### config.mk
export PLATFORM = sky130hd
export DESIGN_NAME = i3c_bus_pattern_gen_flat
export DESIGN_NICKNAME = d
export VERILOG_FILES = /design/src/rtl/i3c_bus_pattern_gen_if.sv /design/src/rtl/i3c_bus_pattern_gen.sv /design/src/flat_wrapper.sv
export SDC_FILE = /design/constraint.sdc
export NUM_CORES = 1
export LEC_CHECK = 0
export CAP_MARGIN = 20
export CELL_PAD_IN_SITES_DETAIL_PLACEMENT = 1
export CELL_PAD_IN_SITES_GLOBAL_PLACEMENT = 1
export CORE_ASPECT_RATIO = 1.4
export CORE_MARGIN = 1
export CORE_UTILIZATION = 30
export CTS_CLUSTER_DIAMETER = 120
export CTS_CLUSTER_SIZE = 12
export DETAILED_ROUTE_END_ITERATION = 7
export PLACE_DENSITY = 0.68
export SLEW_MARGIN = 10
export SYNTH_ARGS = -nofsm -noshare
export SYNTH_HDL_FRONTEND = slang
export SYNTH_SLANG_ARGS = --single-unit
### constraint.sdc
create_clock -name clk_i -period 3.1 [get_ports clk_i]
set_clock_uncertainty 0.15 [all_clocks]
set_input_delay 0.465 -clock clk_i [delete_from_list [all_inputs] [get_ports clk_i]]
set_output_delay 0.465 -clock clk_i [all_outputs]
set_load 0.02 [all_outputs]
### src/rtl/i3c_bus_pattern_gen_if.sv
// Pattern generator bus bundle: controller
// requests in, SCL/SDA drive values out.
interface i3c_bus_pattern_gen_if #(
  parameter int CntW = 16
) ();
  logic            enable_i;
  logic            req_hdr_exit_i;
  logic            req_target_reset_i;
  logic [CntW-1:0] t_phase_i;
  logic            scl_o;
  logic            sda_o;
  logic            busy_o;
  logic            done_o;

  modport master (
    output enable_i, req_hdr_exit_i,
    output req_target_reset_i, t_phase_i,
    input  scl_o, sda_o, busy_o, done_o
  );

  modport slave (
    input  enable_i, req_hdr_exit_i,
    input  req_target_reset_i, t_phase_i,
    output scl_o, sda_o, busy_o, done_o
  );
endinterface

### src/rtl/i3c_bus_pattern_gen.sv
// I3C HDR Exit / Target Reset pattern generator.
// Plays a timer-paced SCL/SDA table, then releases.
module i3c_bus_pattern_gen #(
  parameter int CntW = 16
) (
  input logic clk_i,
  input logic rst_ni,
  i3c_bus_pattern_gen_if.slave bus
);

  typedef enum logic [1:0] {
    IDLE, RUN, DONE
  } state_e;

  typedef enum logic {
    HDR_EXIT, TGT_RESET
  } kind_e;

  state_e          state_q, state_d;
  kind_e           kind_q, kind_d;
  logic [4:0]      ph_q, ph_d;
  logic [CntW-1:0] cnt_q, cnt_d;
  logic [CntW-1:0] t_q, t_d;
  logic            scl_q, scl_d;
  logic            sda_q, sda_d;
  logic            busy_q, busy_d;
  logic            done_q, done_d;
  logic [4:0]      last_ph;
  logic [4:0]      ph_nxt;

  // {scl, sda} for phase p of pattern k
  function automatic logic [1:0] pat(
    input kind_e k,
    input logic [4:0] p
  );
    logic [1:0] v;
    v = 2'b11;
    unique case (1'b1)
      (k == HDR_EXIT && p <= 5'd7):
        v = {1'b0, ~p[0]};
      (k == HDR_EXIT && p == 5'd8):
        v = 2'b10;
      (k == TGT_RESET && p <= 5'd14):
        v = {1'b0, ~p[0]};
      (k == TGT_RESET && p == 5'd16):
        v = 2'b10;
      default:
        v = 2'b11;
    endcase
    return v;
  endfunction

  assign last_ph = (kind_q == TGT_RESET)
                 ? 5'd17 : 5'd9;
  assign ph_nxt  = ph_q + 5'd1;

  // Next-state and next-output logic
  always_comb begin
    state_d = state_q;
    kind_d  = kind_q;
    ph_d    = ph_q;
    cnt_d   = cnt_q;
    t_d     = t_q;
    scl_d   = 1'b1;
    sda_d   = 1'b1;
    busy_d  = 1'b0;
    done_d  = 1'b0;
    if (!bus.enable_i) begin
      state_d = IDLE;
      ph_d    = '0;
      cnt_d   = '0;
    end else begin
      unique case (state_q)
        IDLE: begin
          if (bus.req_target_reset_i ||
              bus.req_hdr_exit_i) begin
            state_d = RUN;
            kind_d  = bus.req_target_reset_i
                    ? TGT_RESET : HDR_EXIT;
            t_d     = (bus.t_phase_i == '0)
                    ? CntW'(1) : bus.t_phase_i;
            ph_d    = '0;
            cnt_d   = '0;
            scl_d   = 1'b0;
            sda_d   = 1'b1;
            busy_d  = 1'b1;
          end
        end
        RUN: begin
          busy_d = 1'b1;
          scl_d  = scl_q;
          sda_d  = sda_q;
          if (cnt_q == t_q - CntW'(1)) begin
            cnt_d = '0;
            if (ph_q == last_ph) begin
              state_d = DONE;
              done_d  = 1'b1;
              busy_d  = 1'b0;
              scl_d   = 1'b1;
              sda_d   = 1'b1;
            end else begin
              ph_d = ph_nxt;
              {scl_d, sda_d} = pat(kind_q, ph_nxt);
            end
          end else begin
            cnt_d = cnt_q + CntW'(1);
          end
        end
        DONE: begin
          state_d = IDLE;
        end
        default: begin
          state_d = IDLE;
        end
      endcase
    end
  end

  // State and registered outputs
  always_ff @(posedge clk_i or negedge rst_ni) begin
    if (!rst_ni) begin
      state_q <= IDLE;
      kind_q  <= HDR_EXIT;
      ph_q    <= '0;
      cnt_q   <= '0;
      t_q     <= CntW'(1);
      scl_q   <= 1'b1;
      sda_q   <= 1'b1;
      busy_q  <= 1'b0;
      done_q  <= 1'b0;
    end else begin
      state_q <= state_d;
      kind_q  <= kind_d;
      ph_q    <= ph_d;
      cnt_q   <= cnt_d;
      t_q     <= t_d;
      scl_q   <= scl_d;
      sda_q   <= sda_d;
      busy_q  <= busy_d;
      done_q  <= done_d;
    end
  end

  assign bus.scl_o  = scl_q;
  assign bus.sda_o  = sda_q;
  assign bus.busy_o = busy_q;
  assign bus.done_o = done_q;

endmodule

### src/flat_wrapper.sv
// flat-port wrapper written by rule: the top's interface ports become plain ports
module i3c_bus_pattern_gen_flat 
#(
  parameter int CntW = 16
)
  (clk_i, rst_ni, bus_enable_i, bus_req_hdr_exit_i, bus_req_target_reset_i, bus_t_phase_i, bus_scl_o, bus_sda_o, bus_busy_o, bus_done_o);
  i3c_bus_pattern_gen_if #(.CntW(CntW)) bus_i ();
  input logic clk_i;
  input logic rst_ni;
  input wire logic [$bits(bus_i.enable_i)-1:0] bus_enable_i;
  input wire logic [$bits(bus_i.req_hdr_exit_i)-1:0] bus_req_hdr_exit_i;
  input wire logic [$bits(bus_i.req_target_reset_i)-1:0] bus_req_target_reset_i;
  input wire logic [$bits(bus_i.t_phase_i)-1:0] bus_t_phase_i;
  output wire logic [$bits(bus_i.scl_o)-1:0] bus_scl_o;
  output wire logic [$bits(bus_i.sda_o)-1:0] bus_sda_o;
  output wire logic [$bits(bus_i.busy_o)-1:0] bus_busy_o;
  output wire logic [$bits(bus_i.done_o)-1:0] bus_done_o;
  assign bus_i.enable_i = bus_enable_i;
  assign bus_i.req_hdr_exit_i = bus_req_hdr_exit_i;
  assign bus_i.req_target_reset_i = bus_req_target_reset_i;
  assign bus_i.t_phase_i = bus_t_phase_i;
  assign bus_scl_o = bus_i.scl_o;
  assign bus_sda_o = bus_i.sda_o;
  assign bus_busy_o = bus_i.busy_o;
  assign bus_done_o = bus_i.done_o;
  i3c_bus_pattern_gen #(.CntW(CntW)) u_core (.clk_i(clk_i), .rst_ni(rst_ni), .bus(bus_i));
endmodule
==> run metrics <==
status=finished with violations; failing checks=design-rule violations; # DRC=2; Critical R2R Launch=u_core.t_q[1]$_DFFE_PN0P_; crit-path max FO=9; Final setup viols=0; max cap viols=0; top-area cell type share of the netlist area=between 30% and 40%; ys flop type=dfrtp_1; relative slew slack=62.2%; first-pass GRT wire length=12.8 mm; Setup crit end=u_core.cnt_q[2]$_DFFE_PN0P_; core area=9410 sq um; drt first-iter violations=67; Mapped Area=2890 sq um; setup slack after layout=between 0.1 and 0.15 ns; Worst-Skew Late Latency=between 0.2 and 0.3 ns; final hold vios=0; worst-margin pin slew=0.563 ns; CTS Buffer Depth=2; Internal=0.00119 W; sequential share of power=41.1%; minimum clock period=~3 ns; Achievable Freq=between 0.3 and 0.4 GHz; IO Count=25; cell count after synthesis=306; share of post-route cells with drive strength above 1=19.8%; most instantiated cells after synthesis=41 x dfrtp_1, 24 x nand2_1, 21 x xnor2_1; clk sinks=44; Setup crit end kind=flop; pin count of the biggest net entering global routing=between 40 and 50; synth warn=0; PwrDens=491 nW/um^2; Hold Path Class=reg2reg; Pleak=1.34 nW; Max Slew Vio Count=0; diode count=0; R2R Setup Slk=0.13 ns; required time worst endpoint=3.11 ns; Peak VDD IR=~250 uV; I/O Buffers=24; Reg clk slew, reported paths=approximately 0.060 ns; postcts setup bufs=0; Post-Syn Nets=334; remaining global-route overflow=0; Critical Path Source Type=flop; Synth area leader=dfrtp_1; placed cell area=3330 sq um; vias in the first global route=2646; count of flip-flops with a built-in enable after synthesis=0; placer's final routability congestion estimate=~0.85; WL per Instance=16.9 um; Chip Width=84.9 um; top-count cell post-synth=dfrtp_1; Root Buffer=clkbuf_16; Area growth, synth to finish=22.8%; reg-to-reg critical path endpoint=u_core.cnt_q[2]$_DFFE_PN0P_; Initial Util=between 30% and 40%; FF+latch count, synth=44; CTS tree=built; initial antenna violation count=0; hpwl dp=around 5.9 mm; FP Rows=42; via count=2463; total global-route track usage=16.2%; Worst Setup SP=u_core.t_q[1]$_DFFE_PN0P_; setup slack after placement=0.0215 ns; DRT Wirelength=7.66 mm; worst path arrival time=2.98 ns; htree depth=2; top post-synthesis cells by area=dfrtp_1 36%, xnor2_1 6.4%, mux2_2 4.7%; sequential share of the synthesized area=38.3%; Clk network pwr share=30.9%; full die area=10000 sq um; switching power=0.000551 W; WHS=0.383 ns; iteration count of the initial detailed-routing pass=6; count of different cell masters after synthesis=63; Final #Nets=371; DR vias/cell=5.43; FFs w/ async S/R, synth=100%; Sw Share=31.7%; average size of a mapped cell=9.44 sq um; post-route ant nets=0; cts bufs inserted=5; Setup Crit Path Kind=reg2reg; Die H=118 um; crit share post-route=95.7%; final instance area=3550 sq um; FF-to-FF path depth=10; Comb power frac=28.0%
[repair_timing]
action	4_1_cts	5_1_grt
hold buffers	0	1
resized for setup	0	7
hold endpoints to repair	0	10
endpoints found under the setup margin	0	20
[per-stage QoR]
| step | util (%) | setup TNS [ns] | instances | power (W) |
|---|---|---|---|---|
| after floorplan | - | 0 | 306 | 0.00102 |
| after global placement | 35.4 | 0 | 444 | 0.00118 |
| after detailed placement | 35.4 | 0 | 444 | 0.00119 |
| after CTS | 37.0 | 0 | 452 | 0.00174 |
| after global routing | 37.7 | -0.00938 | 454 | 0.00184 |
| final | 37.7 | 0 | 454 | 0.00174 |
[how the worst min path moves through the flow]
stage,from,to,slack [ns],depth (start not counted)
after floorplan,rst_ni,u_core.bus.busy_o$_DFF_PN0_,0.02,0
after global placement,u_core.t_q[15]$_DFFE_PN0P_,u_core.t_q[15]$_DFFE_PN0P_,0.37,1
after detailed placement,u_core.t_q[15]$_DFFE_PN0P_,u_core.t_q[15]$_DFFE_PN0P_,0.38,1
after CTS,rst_ni,u_core.cnt_q[12]$_DFFE_PN0P_,0.27,1
after global routing,u_core.bus.sda_o$_DFFE_PN1P_,u_core.bus.sda_o$_DFFE_PN1P_,0.42,2
final,u_core.t_q[15]$_DFFE_PN0P_,u_core.t_q[15]$_DFFE_PN0P_,0.38,1
[power groups by stage]
| stage | Combinational, W | Clock, W | Sequential, W |
|---|---|---|---|
| final | 0.000487 | 0.000538 | 0.000716 |
| after global routing | 0.000531 | 0.000581 | 0.000728 |
| after CTS | 0.000473 | 0.000556 | 0.000714 |
| after detailed placement | 0.000470 | 0 | 0.000724 |
| after global placement | 0.000457 | 0 | 0.000720 |
| after floorplan | 0.000303 | 0 | 0.000715 |
[logic make-up (layout without fill, tap and decap cells)]
kind of cell / count (synthesis) / after routing / share of synthesized area, %
AND/OR/NAND/NOR: 128 / 128 / 25.3
AO/OA/AOI/OAI: 57 / 57 / 14.1
flip-flops: 44 / 44 / 38.3
XOR/XNOR: 32 / 32 / 9.71
buffers and inverters: 22 / 60 / 3.51
multiplexers: 15 / 15 / 5.72
adder cells (fa/ha/maj): 8 / 8 / 3.38
[worst max-delay path, cell delays in order, from the launching register on]
cell	delay, ns
dfrtp_1	0.47
inv_1	0.10
ha_2	0.22
or2_2	0.31
a2111o_1	0.38
a21oi_2	0.16
o32ai_2	0.13
or4_4	0.45
buf_4	0.19
a31oi_1	0.17
mux2i_1	0.10
[layout make-up]
cell class / count / area (sq um)
fill: 1084 / 5860
multi-input combinational: 240 / 1720
sequential: 44 / 1100
timing repair buffer: 43 / 405
clock buffer: 6 / 139
tap: 110 / 138
inverter: 9 / 33.8
clock inverter: 2 / 10.0
[flip-flops by register name, indices dropped and copies added (netlist names)]
register	cells
u_core.ph_q	5
u_core.bus.done_o	1
u_core.t_q	16
u_core.cnt_q	16
u_core.kind_q	1
u_core.state_q	2
u_core.bus.scl_o	1
u_core.bus.busy_o	1
u_core.bus.sda_o	1
[per-layer routing]
layer	GRT usage, %	share of wire, %	wire (um)
met1	18.2	42	3210
met2	30.6	54	4150
met3	2.59	1.8	138
met4	4.87	2.1	163
met5	0	0	0
[cell usage in the layout, fill, tap and decap left out, drive strengths merged, types with 4 or more instances in the layout]
master,instances
nand3b,4
nand4,4
or4,6
clkbuf,6
o21ai,13
xnor2,21
buf,19
o31ai,4
nand3,16
or3,4
nor4,9
nor3b,5
dfrtp,41
a21oi,11
nand2,24
clkdlybuf4s50,23
nor3,15
xor2,11
nand2b,4
nor2,23
ha,7
inv,9
mux2,12
or2,4
Note: power is estimated with default switching activity, not from simulation.
